File: src/rtl/int_line_conditioner_pkg.sv
// -----------------------------------------------------------------------------
// int_line_conditioner_pkg
//   Shared definitions for the external interrupt line conditioner. The CPU
//   core's ack/mask decoding uses the same line indices and state encodings.
//
//   Contents:
//     INT_A / INT_B          bit index of each line in the 2-bit ack/mask/flag
//                            vectors
//     NUM_LINES              number of conditioned lines
//     DEFAULT_*              default synchroniser depth, debounce length and
//                            debounce counter width
//     chan_state_e           per-line request state (IDLE / PEND)
//     params_legal()         elaboration-time parameter range check
// -----------------------------------------------------------------------------
package int_line_conditioner_pkg;

  localparam int INT_A     = 0;
  localparam int INT_B     = 1;
  localparam int NUM_LINES = 2;

  localparam int DEFAULT_SYNC_STAGES     = 2;
  localparam int DEFAULT_DEBOUNCE_CYCLES = 16;
  localparam int DEFAULT_CNT_W           = 8;

  typedef enum logic {
    ST_IDLE = 1'b0,
    ST_PEND = 1'b1
  } chan_state_e;

  // Synchroniser depth 2..4, debounce length 1..255, and the counter must be
  // wide enough to hold DEBOUNCE_CYCLES-1 without wrapping.
  function automatic logic params_legal(input int sync_stages,
                                        input int debounce_cycles,
                                        input int cnt_w);
    logic ok;
    ok = (sync_stages >= 2) && (sync_stages <= 4) &&
         (debounce_cycles >= 1) && (debounce_cycles <= 255) &&
         (cnt_w >= 1) && (cnt_w <= 30) &&
         ((1 << cnt_w) > debounce_cycles);
    return ok;
  endfunction

endpackage : int_line_conditioner_pkg

File: src/rtl/int_line_conditioner_chan.sv
// -----------------------------------------------------------------------------
// int_line_conditioner_chan
//   One conditioned interrupt line: synchroniser, debounce filter, rising-edge
//   detector, pending-request state machine and sticky overrun flag.
//
//   Ports:
//     clk        in  1  CPU clock
//     n_rst      in  1  asynchronous active-low reset
//     i_pin      in  1  raw pin, asynchronous to clk
//     i_ack      in  1  one-cycle acknowledge of a pending request
//     o_pending  out 1  request is pending (registered state)
//     o_overrun  out 1  sticky: a new edge arrived while already pending
// -----------------------------------------------------------------------------
module int_line_conditioner_chan
  import int_line_conditioner_pkg::*;
#(
  parameter int SYNC_STAGES     = DEFAULT_SYNC_STAGES,
  parameter int DEBOUNCE_CYCLES = DEFAULT_DEBOUNCE_CYCLES,
  parameter int CNT_W           = DEFAULT_CNT_W
) (
  input  logic clk,
  input  logic n_rst,
  input  logic i_pin,
  input  logic i_ack,
  output logic o_pending,
  output logic o_overrun
);

  generate
    if (!params_legal(SYNC_STAGES, DEBOUNCE_CYCLES, CNT_W)) begin : g_bad_params
      $error("int_line_conditioner_chan: illegal SYNC_STAGES/DEBOUNCE_CYCLES/CNT_W");
    end
  endgenerate

  localparam logic [CNT_W-1:0] CNT_LAST = CNT_W'(DEBOUNCE_CYCLES - 1);
  localparam logic [CNT_W-1:0] CNT_MAX  = '1;
  localparam logic [CNT_W-1:0] CNT_ONE  = CNT_W'(1);

  // ---------------------------------------------------------------------------
  // Synchroniser: only the last stage is allowed to feed any logic.
  // ---------------------------------------------------------------------------
  logic [SYNC_STAGES-1:0] sync_q;
  logic                   sync_out;

  always_ff @(posedge clk or negedge n_rst) begin
    if (!n_rst) begin
      sync_q <= '0;
    end else begin
      sync_q <= {sync_q[SYNC_STAGES-2:0], i_pin};
    end
  end

  assign sync_out = sync_q[SYNC_STAGES-1];

  // ---------------------------------------------------------------------------
  // Debounce: the filtered level only follows the synchronised pin after it has
  // disagreed for DEBOUNCE_CYCLES consecutive cycles. Any cycle of agreement
  // restarts the count, so shorter glitches are invisible downstream.
  // ---------------------------------------------------------------------------
  logic [CNT_W-1:0] cnt_q;
  logic [CNT_W-1:0] cnt_d;
  logic             filt_q;
  logic             filt_d;
  logic             filt_prev_q;
  logic             rise;

  always_comb begin
    cnt_d  = cnt_q;
    filt_d = filt_q;
    if (sync_out == filt_q) begin
      cnt_d = '0;
    end else if (cnt_q == CNT_LAST) begin
      filt_d = sync_out;
      cnt_d  = '0;
    end else if (cnt_q != CNT_MAX) begin
      // Saturating: the count can never wrap back to a small value.
      cnt_d = cnt_q + CNT_ONE;
    end
  end

  always_ff @(posedge clk or negedge n_rst) begin
    if (!n_rst) begin
      cnt_q       <= '0;
      filt_q      <= 1'b0;
      filt_prev_q <= 1'b0;
    end else begin
      cnt_q       <= cnt_d;
      filt_q      <= filt_d;
      filt_prev_q <= filt_q;
    end
  end

  // Only a low-to-high transition of the filtered level is an event.
  assign rise = filt_q & ~filt_prev_q;

  // ---------------------------------------------------------------------------
  // Request state machine with sticky overrun.
  //   IDLE: rise -> PEND; ack ignored.
  //   PEND: ack without rise -> IDLE. ack with rise stays PEND (the new event
  //         is kept). rise without ack marks an overrun; ack clears it.
  // Overrun can only be set while PEND and PEND is only left via ack, which
  // clears it, so IDLE never carries a stale overrun.
  // ---------------------------------------------------------------------------
  chan_state_e state_q;
  logic        overrun_q;

  always_ff @(posedge clk or negedge n_rst) begin
    if (!n_rst) begin
      state_q   <= ST_IDLE;
      overrun_q <= 1'b0;
    end else begin
      case (state_q)
        ST_IDLE: begin
          if (rise) begin
            state_q <= ST_PEND;
          end
        end
        ST_PEND: begin
          if (i_ack) begin
            overrun_q <= 1'b0;
          end else if (rise) begin
            overrun_q <= 1'b1;
          end
          if (i_ack && !rise) begin
            state_q <= ST_IDLE;
          end
        end
      endcase
    end
  end

  assign o_pending = (state_q == ST_PEND);
  assign o_overrun = overrun_q;

endmodule : int_line_conditioner_chan

File: src/rtl/int_line_conditioner.sv
// -----------------------------------------------------------------------------
// int_line_conditioner
//   Front end for the CPU's two external interrupt lines. Each raw pin is
//   synchronised, debounced, rising-edge detected and latched as a pending
//   request until acknowledged. The mask only gates the request outputs; the
//   pending state underneath is kept.
//
//   Ports:
//     clk         in  1  CPU clock (5 MHz)
//     n_rst       in  1  asynchronous active-low reset
//     i_pin_inta  in  1  raw interrupt pin A (asynchronous)
//     i_pin_intb  in  1  raw interrupt pin B (asynchronous)
//     i_ack       in  2  one-cycle acknowledge per line, [0]=A [1]=B
//     i_mask      in  2  1 = suppress that line's request output
//     o_inta      out 1  request A to the CPU core
//     o_intb      out 1  request B to the CPU core
//     o_pending   out 2  raw pending flags, ignoring the mask
//     o_overrun   out 2  sticky overrun flags
//
//   Latency: pin rise ahead of edge 0 shows on o_int* after edge
//   SYNC_STAGES+DEBOUNCE_CYCLES (the SYNC_STAGES+DEBOUNCE_CYCLES+1'th edge).
// -----------------------------------------------------------------------------
module int_line_conditioner
  import int_line_conditioner_pkg::*;
#(
  parameter int SYNC_STAGES     = DEFAULT_SYNC_STAGES,
  parameter int DEBOUNCE_CYCLES = DEFAULT_DEBOUNCE_CYCLES,
  parameter int CNT_W           = DEFAULT_CNT_W
) (
  input  logic       clk,
  input  logic       n_rst,
  input  logic       i_pin_inta,
  input  logic       i_pin_intb,
  input  logic [1:0] i_ack,
  input  logic [1:0] i_mask,
  output logic       o_inta,
  output logic       o_intb,
  output logic [1:0] o_pending,
  output logic [1:0] o_overrun
);

  logic [NUM_LINES-1:0] pin_raw;
  logic [NUM_LINES-1:0] pending;
  logic [NUM_LINES-1:0] overrun;

  assign pin_raw[INT_A] = i_pin_inta;
  assign pin_raw[INT_B] = i_pin_intb;

  // The two lines share nothing but the clock and reset.
  generate
    for (genvar gi = 0; gi < NUM_LINES; gi++) begin : g_chan
      int_line_conditioner_chan #(
        .SYNC_STAGES     (SYNC_STAGES),
        .DEBOUNCE_CYCLES (DEBOUNCE_CYCLES),
        .CNT_W           (CNT_W)
      ) u_chan (
        .clk       (clk),
        .n_rst     (n_rst),
        .i_pin     (pin_raw[gi]),
        .i_ack     (i_ack[gi]),
        .o_pending (pending[gi]),
        .o_overrun (overrun[gi])
      );
    end
  endgenerate

  // Mask is applied combinationally so that unmasking presents an already
  // pending request in the same cycle.
  assign o_inta    = pending[INT_A] & ~i_mask[INT_A];
  assign o_intb    = pending[INT_B] & ~i_mask[INT_B];
  assign o_pending = pending;
  assign o_overrun = overrun;

endmodule : int_line_conditioner

File: config.mk
export PLATFORM = sky130hd
export DESIGN_NAME = int_line_conditioner
export DESIGN_NICKNAME = d
export VERILOG_FILES = /design/src/rtl/int_line_conditioner_pkg.sv /design/src/rtl/int_line_conditioner_chan.sv /design/src/rtl/int_line_conditioner.sv
export SDC_FILE = /design/constraint.sdc
export NUM_CORES = 1
export LEC_CHECK = 0
export CELL_PAD_IN_SITES_DETAIL_PLACEMENT = 1
export CELL_PAD_IN_SITES_GLOBAL_PLACEMENT = 1
export CORE_ASPECT_RATIO = 0.9
export CORE_MARGIN = 8
export CORE_UTILIZATION = 35
export CTS_CLUSTER_DIAMETER = 40
export DETAILED_ROUTE_END_ITERATION = 10
export GPL_ROUTABILITY_DRIVEN = 0
export PLACE_DENSITY_LB_ADDON = 0.3
export SLEW_MARGIN = 5
export SYNTH_ARGS = -nofsm -noshare
export SYNTH_HDL_FRONTEND = slang
export SYNTH_HIERARCHICAL = 1
export SYNTH_SLANG_ARGS = --single-unit
File: constraint.sdc
create_clock -name clk -period 2.9 [get_ports clk]
set_input_delay 0.29 -clock clk [delete_from_list [all_inputs] [get_ports clk]]
set_output_delay 0.29 -clock clk [all_outputs]
set_load 0.01 [all_outputs]
==> results of run 1 <==
[worst max-delay path, cell delays in order (launching register included)]
cell and delay [ns]:
sky130_fd_sc_hd__dfrtp_1 0.42, sky130_fd_sc_hd__nor2b_4 0.15, sky130_fd_sc_hd__clkdlybuf4s50_1 0.54
[placed cells by master (no fill, tap or decap)]
cell type                         instances
sky130_fd_sc_hd__a211oi_1                 6
sky130_fd_sc_hd__a21oi_1                  8
sky130_fd_sc_hd__a22o_1                   2
sky130_fd_sc_hd__a311oi_1                 2
sky130_fd_sc_hd__a31oi_1                 10
sky130_fd_sc_hd__and3_1                   4
sky130_fd_sc_hd__and4_1                   4
sky130_fd_sc_hd__buf_4                    1
sky130_fd_sc_hd__clkbuf_8                 4
sky130_fd_sc_hd__clkdlybuf4s50_1         13
sky130_fd_sc_hd__dfrtp_1                 28
sky130_fd_sc_hd__ha_1                     2
sky130_fd_sc_hd__inv_1                    6
sky130_fd_sc_hd__mux2_1                   2
sky130_fd_sc_hd__nand2_1                  8
sky130_fd_sc_hd__nand3_1                  4
sky130_fd_sc_hd__nand4_1                  4
sky130_fd_sc_hd__nor2_2                   2
sky130_fd_sc_hd__nor2b_1                  2
sky130_fd_sc_hd__nor2b_4                  2
sky130_fd_sc_hd__nor3_1                   2
sky130_fd_sc_hd__nor4b_1                  2
sky130_fd_sc_hd__o211ai_1                 2
sky130_fd_sc_hd__o21ai_0                  6
sky130_fd_sc_hd__o21ai_1                  2
sky130_fd_sc_hd__or3_1                    2
sky130_fd_sc_hd__or4_4                    2
sky130_fd_sc_hd__xnor2_1                  2
sky130_fd_sc_hd__xor2_1                   2
[registers in the layout, indices dropped and copies added (netlist names)]
| register | cells |
|---|---|
| g_chan.u_chan/cnt_q | 16 |
| g_chan.u_chan/filt_prev_q | 2 |
| g_chan.u_chan/filt_q | 2 |
| g_chan.u_chan/o_overrun | 2 |
| g_chan.u_chan/o_pending | 2 |
| g_chan.u_chan/sync_q | 4 |
[layout make-up]
cell class                      instances  area (µm²)
Inverter                                6       22.52
Tap cell                               46       57.56
Multi-Input combinational cell         84       570.5
Sequential cell                        28       700.7
Timing Repair Buffer                   14       137.6
Fill cell                             410        2082
Clock buffer                            4       55.05
[kinds of logic after synthesis]
group	share of synthesized area, %
AO/OA/AOI/OAI	18.38
AND/OR/NAND/NOR	19.34
flip-flops	54.16
buffers and inverters	1.741
XOR/XNOR	2.708
multiplexers	1.741
adder cells (fa/ha/maj)	1.934
[per-stage QoR]
step,std cells,cell area [µm²]
2_1_floorplan,118,1294
3_3_place_gp,178,1489
3_5_place_dp,178,1489
4_1_cts,182,1544
5_1_grt,182,1544
6_report,182,1544
[power groups by stage]
stage | Combinational [mW] | Sequential [mW] | Clock (mW)
3_3_place_gp | 0.0389 | 0.419 | 0
4_1_cts | 0.0421 | 0.412 | 0.254
2_1_floorplan | 0.0153 | 0.417 | 0
5_1_grt | 0.0459 | 0.414 | 0.269
3_5_place_dp | 0.0413 | 0.420 | 0
6_report | 0.0409 | 0.413 | 0.247
[how the worst max path moves through the flow]
stage / start / to / slack, ns
floorplan: g_chan[0].u_chan/cnt_q[5] / g_chan[0].u_chan/filt_q / 1.40
global placement: i_mask[1] / o_intb / 1.23
detailed placement: i_mask[0] / o_inta / 1.22
CTS: g_chan[0].u_chan/o_pending / o_inta / 1.17
global route: g_chan[0].u_chan/o_pending / o_inta / 1.12
finish: g_chan[1].u_chan/o_pending / o_intb / 1.21
[routing by layer]
| layer | routed length [µm] | share of wire, % |
|---|---|---|
| met1 | 1322 | 47 |
| met3 | 176 | 6.2 |
| met2 | 1282 | 45 |
| met4 | 47 | 1.7 |
| met5 | 0 | 0 |
==> results.txt, run 1 <==
----------------------------------------------------
[Power and ir drop]
  Highest ir drop seen on vdd ... 0.2214 mV
  Clk network pwr share ... 35.3%
  Total power per unit cell area ... 453.6 nW/µm²
  Portion of total power attributed to combinational logic ... 5.8%
  Total power consumption of the routed design ... 700.4 µW
  Sw power ... 159.1 µW
  Switching portion of total power ... between 20% and 30%
  Fraction of power consumed by sequential logic ... 58.9%
  Static leakage power ... 0.6241 nW
  Total internal power ... between 500 and 600 µW

[Floorplan]
  Placeable core area ... 3626 µm²
  Initial Util ... 35.68%
  Die Area ... 5900 µm²
  Height of the die ... 73.68 µm
  Rows ... 21
  Die extent in x ... 80.09 µm
  Total I/O pin count ... 14

[Setup path]
  Critical path endpoint category ... output pin
  Endpoint of the most critical register-to-register path ... g_chan[1].u_chan/filt_q
  Critical Path Start Type ... register
  Worst reg2reg setup slack ... 1.29 ns
  Class of the most critical setup path ... reg -> out
  Data arrival at the endpoint of the critical path ... about 1.4 ns
  Start of the worst register-to-register path ... g_chan[1].u_chan/cnt_q[5]
  Required time of the worst setup path ... 2.61 ns
  Biggest fanout along the worst timing path ... 5
  Worst Reg-to-Reg Cells ... 3

[Clock network]
  Worst-case clock buffer depth ... 2
  Cts hold-fix bufs ... 0
  Clock insertion delay at the later pin of the skew report ... approximately 0.28 ns
  Clock sink count ... 28
  Total clock buffers created by CTS ... 3
  Clock slew at reported path FFs ... around 0.10 ns
  Setup Buffers After CTS ... 0
  Maximum level of the CTS H-tree ... 1
  CTS root buf ... sky130_fd_sc_hd__clkbuf_8
  Post-CTS Resized ... 0
  Clock tree from TritonCTS ... done

[STA]
  Minimum period implied by the final worst setup slack ... 1.687 ns
  Slew of the pin with the lowest slew margin ... 0.3632 ns
  Unrepaired setup endpoints after global routing ... false
  Final number of setup-violating endpoints ... 0
  Hold violation count in the final report ... 0
  Setup slack of the critical path after layout ... 1.213 ns
  Period utilization ... ~58%
  Number of pins with negative max-slew slack in the final report ... 0
  Fmax achieved ... 592.7 MHz
  Headroom to the max-slew limit ... 75.79%
  Final setup TNS ... 0 ns
  Setup skew after layout ... 0.002156 ns
  Min Hold Slack ... approximately 0.36 ns

[Worst hold path]
  Hold path depth ... 0
  Worst Hold Launch ... g_chan[1].u_chan/sync_q[0]
  Tightest Hold Check Type ... reg -> reg
  End point of the most critical hold path ... g_chan[1].u_chan/sync_q[1]

[Route]
  Wire length after detailed routing ... between 2000 and 3000 µm
  Number of DRC violations after detailed routing ... 0
  First DRT Iteration DRCs ... 30
  Routed WL per cell ... about 16 µm
  Post-DRT Antenna Nets ... 0
  Number of vias per cell after detailed routing ... roughly 5.7
  Vias ... 1,036
  DR pass1 iterations ... 4

[Global route]
  Overall track demand over capacity in global routing ... 10.47%
  Number of antenna violations at the first check in global routing ... 0
  Number of global-route vias before repair ... 1,071
  Met2 usage ... between 10% and 20%
  Wire length of the first global-routing pass ... between 4000 and 5000 µm
  Met1 track demand over resource in global routing ... 12.65%
  Maximum number of pins on one net before global-route repair ... 29
  GRT Max-Usage Layer ... met2
  Met3 routing resource usage after global routing ... a little over 4%
  Remaining global-route overflow ... 0

[Synthesis]
  Post-synthesis sequential area ratio ... 54.16%
  Most used standard cell by instance count after synthesis ... sky130_fd_sc_hd__dfrtp_1
  Leading post-synthesis cells by instance count ... 28 x sky130_fd_sc_hd__dfrtp_1, 10 x sky130_fd_sc_hd__a31oi_1, 8 x sky130_fd_sc_hd__a21oi_1, 8 x sky130_fd_sc_hd__nand2_1
  Count of distinct cell types in the synthesized netlist ... 26
  Avg Inst Size Synth ... 10.96 µm²
  Top post-synthesis cells by area ... sky130_fd_sc_hd__dfrtp_1 54%, sky130_fd_sc_hd__a31oi_1 4.8%, sky130_fd_sc_hd__a211oi_1 3.5%
  Number of warning messages in the yosys log ... 6
  Area fraction of the dominant cell type after synthesis ... 54.16%
  Library cell occupying the most area in the post-synthesis netlist ... sky130_fd_sc_hd__dfrtp_1
  Number of enable flip-flop cells after synthesis ... 0
  Fraction of registers with async set or reset after synthesis ... 100.0%
  Number of instances in the synthesized netlist ... 118
  Ys flop type ... sky130_fd_sc_hd__dfrtp_1
  Yosys reg bits ... 28
  Total nets after synthesis ... ~130
  Cell area after synthesis ... roughly 1300 µm²

[Flow run]
  Reported max-cap violation count ... 0

[Run status]
  Run status ... completed

[Place]
  Pre-CTS setup slack ... 1.220 ns
  Port-buffer cells ... 13
  Detailed Place HPWL ... just over 2000 µm

[Layout]
  Layout-stage area growth over the synthesis result ... 19.34%
  Final core area utilization ... a little over two fifths
  Share of layout cells above drive strength 1 ... 8.088%
  Number of nets at the end of the flow ... 147
  Antenna cells ... 0

----------------------------------------------------
Note: power is estimated with default switching activity, not from simulation.
==> inputs of run 2 (changes only) <==
Clock period 2.9 ns to 1.5 ns, I/O delays scaled along.
==> results.txt, run 2 (same netlist as run 1, synthesis figures left out) <==
----------------------------------------------------
[Layout]
  Leading cell type in the layout, fill and taps excluded ... sky130_fd_sc_hd__dfrtp_1
  Largest registers ... g_chan.u_chan/cnt_q x16, g_chan.u_chan/sync_q x4
  Number of nets at the end of the flow ... 166 (+13%)
  Flip-flop count of the largest register, all copies and words added ... 16 (unchanged)
  Antenna cells ... 0 (unchanged)
  Layout-stage area growth over the synthesis result ... 33.85%
  Most frequent cells in the layout ... 28 x sky130_fd_sc_hd__dfrtp_1, 20 x sky130_fd_sc_hd__buf_4, 11 x sky130_fd_sc_hd__clkdlybuf4s50_1
  Share of layout cells above drive strength 1 ... 24.52% (+16 points)
  Top reg by flops ... g_chan.u_chan/cnt_q

[Floorplan]
  Total I/O pin count ... 14 (unchanged)
  Height of the die ... 73.68 µm (unchanged)
  Rows ... 21 (unchanged)
  Placeable core area ... 3626 µm² (unchanged)
  Initial Util ... 35.68% (unchanged)
  Die Area ... 5900 µm² (unchanged)
  Die extent in x ... 80.09 µm (unchanged)

[Power and ir drop]
  Fraction of power consumed by sequential logic ... 58.5% (-0.4 points)
  Total power per unit cell area ... 779.8 nW/µm² (+72%)
  Total internal power ... 1.058 mW (+96%)
  Clk network pwr share ... 33.9% (-1.4 points)
  Total power consumption of the routed design ... 1.350 mW (+93%)
  Switching portion of total power ... 21.62% (-1.1 points)
  Portion of total power attributed to combinational logic ... 7.6% (+1.8 points)
  Static leakage power ... 0.7514 nW (+20%)
  Sw power ... 291.9 µW (+83%)
  Highest ir drop seen on vdd ... 0.6991 mV (+220%)

[Route]
  Vias ... 1,084 (+4.6%)
  First DRT Iteration DRCs ... 75 (+150%)
  Number of vias per cell after detailed routing ... 5.393 (-5.3%)
  Post-DRT Antenna Nets ... 0 (unchanged)
  Number of DRC violations after detailed routing ... 0 (unchanged)
  DR pass1 iterations ... 4 (unchanged)
  Wire length after detailed routing ... 3182 µm (+13%)
  Routed WL per cell ... 15.83 µm (+1.9%)

[Setup path]
  Worst Reg-to-Reg Cells ... 3 (unchanged)
  List of cells traversed by the critical path ... or4_4 > nor2_2 > mux2_4
  Delay of the slowest cell on the worst path ... 0.57 ns (+0.03 ns)
  Critical Path Start Type ... register
  Critical path endpoint category ... register
  Required time of the worst setup path ... 1.66 ns (-0.95 ns)
  Endpoint of the most critical register-to-register path ... g_chan[1].u_chan/filt_q
  Master of the slowest instance on the critical path ... sky130_fd_sc_hd__or4_4
  Biggest fanout along the worst timing path ... 4 (-1)
  Start of the worst register-to-register path ... g_chan[1].u_chan/cnt_q[5]
  Worst reg2reg setup slack ... 0.004 ns (-1.29 ns)
  Beginning of the critical path ... g_chan[1].u_chan/cnt_q[5]
  Class of the most critical setup path ... reg -> reg
  Data arrival at the endpoint of the critical path ... 1.66 ns (+0.26 ns)
  Destination of the critical timing path ... g_chan[1].u_chan/filt_q

[Clock network]
  Worst-case clock buffer depth ... 2 (unchanged)
  Clock slew at reported path FFs ... 0.09 ns (about the same)
  Clock tree from TritonCTS ... done
  CTS root buf ... sky130_fd_sc_hd__clkbuf_8
  Clock insertion delay at the later pin of the skew report ... 0.27 ns (about the same)
  Total clock buffers created by CTS ... 3 (unchanged)
  Clock sink count ... 28 (unchanged)
  Maximum level of the CTS H-tree ... 1 (unchanged)

[Global route]
  Overall track demand over capacity in global routing ... 11.60% (+1.1 points)
  Number of antenna violations at the first check in global routing ... 0 (unchanged)
  Maximum number of pins on one net before global-route repair ... 29 (unchanged)
  Number of global-route vias before repair ... 1,112 (+3.8%)
  Remaining global-route overflow ... 0 (unchanged)
  Wire length of the first global-routing pass ... 5402 µm (+12%)

[Worst hold path]
  Tightest Hold Check Type ... in -> async

[STA]
  Setup skew after layout ... 0.002078 ns (-0.00007863 ns)
  Fmax achieved ... around 670 MHz
  Number of pins with negative max-slew slack in the final report ... 0 (unchanged)
  Setup slack of the critical path after layout ... 0.003636 ns (-1.209 ns)
  Period utilization ... 99.76%
  Slew of the pin with the lowest slew margin ... 0.3678 ns (+0.004575 ns)
  Min Hold Slack ... 0.2638 ns (-0.09466 ns)
  Headroom to the max-slew limit ... 75.30% (-0.48 points)
  Unrepaired setup endpoints after global routing ... true
  Hold violation count in the final report ... 0 (unchanged)
  Final number of setup-violating endpoints ... 0 (unchanged)
  Minimum period implied by the final worst setup slack ... 1.496 ns

[Place]
  Port-buffer cells ... 13 (unchanged)
  Pre-CTS setup slack ... 0.005787 ns (-1.215 ns)
  Detailed Place HPWL ... 2304 µm (+14%)

[Flow run]
  Reported max-cap violation count ... 0 (unchanged)

[Run status]
  Run status ... completed

----------------------------------------------------
[run 2: metal layers]
metal / track usage, % / vias up / share of wire (%)
li1: - / 525 / -
met1: 15.57 / 541 / 49
met2: 17.22 / 16 / 46
met3: 3.912 / 2 / 4.8
met4: 3.024 / 0 / 0.60
met5: 0 / - / 0
[run 2: power groups by stage]
stage               Sequential (mW)  Combinational [mW]  Clock (mW)
global placement              0.802              0.0992           0
floorplan                     0.807              0.0295           0
finish                        0.790               0.103       0.457
CTS                           0.790               0.103       0.479
global route                  0.793               0.116       0.507
detailed placement            0.805               0.102           0
[run 2: final cells by class]
class,count,area [µm²]
timing repair buffer,33,281.5
tap,46,57.56
fill,408,1894
sequential,28,700.7
multi-input combinational,84,614.3
clock buffer,4,55.05
inverter,6,22.52
[run 2: what timing repair did]
action | 4_1_cts | 5_1_grt
buffers inserted | 4 | 2
gates resized for setup | 2 | 9
hold buffers | 0 | 0
pin swaps | 0 | 1
setup endpoints to repair | 3 | 8
[run 2: metrics by stage]
step	instances	area, µm²	TNS, ns	util (%)
2_1_floorplan	118	1294	0	-
3_5_place_dp	191	1587	0	43.75
5_1_grt	201	1732	-0.05576	47.76
6_report	201	1732	0	47.76
4_1_cts	199	1674	0	46.17
3_3_place_gp	191	1587	0	43.75
[run 2: critical path: cells and delay by family, from the launching register on]
kind | cells | cell delay [ns]
and+or+nand+nor | 2 | 0.69
muxes | 1 | 0.30
DFF | 1 | 0.40
[run 2: worst min path at each step]
stage                                from                         end  slack, ns
3_3_place_gp   g_chan[0].u_chan/sync_q[0]  g_chan[0].u_chan/sync_q[1]       0.33
4_1_cts                             n_rst   g_chan[1].u_chan/cnt_q[2]       0.27
3_5_place_dp   g_chan[0].u_chan/sync_q[0]  g_chan[0].u_chan/sync_q[1]       0.34
6_report                            n_rst   g_chan[0].u_chan/cnt_q[3]       0.26
5_1_grt                             n_rst   g_chan[0].u_chan/cnt_q[7]       0.30
2_1_floorplan                       n_rst   g_chan[0].u_chan/cnt_q[0]      -0.15
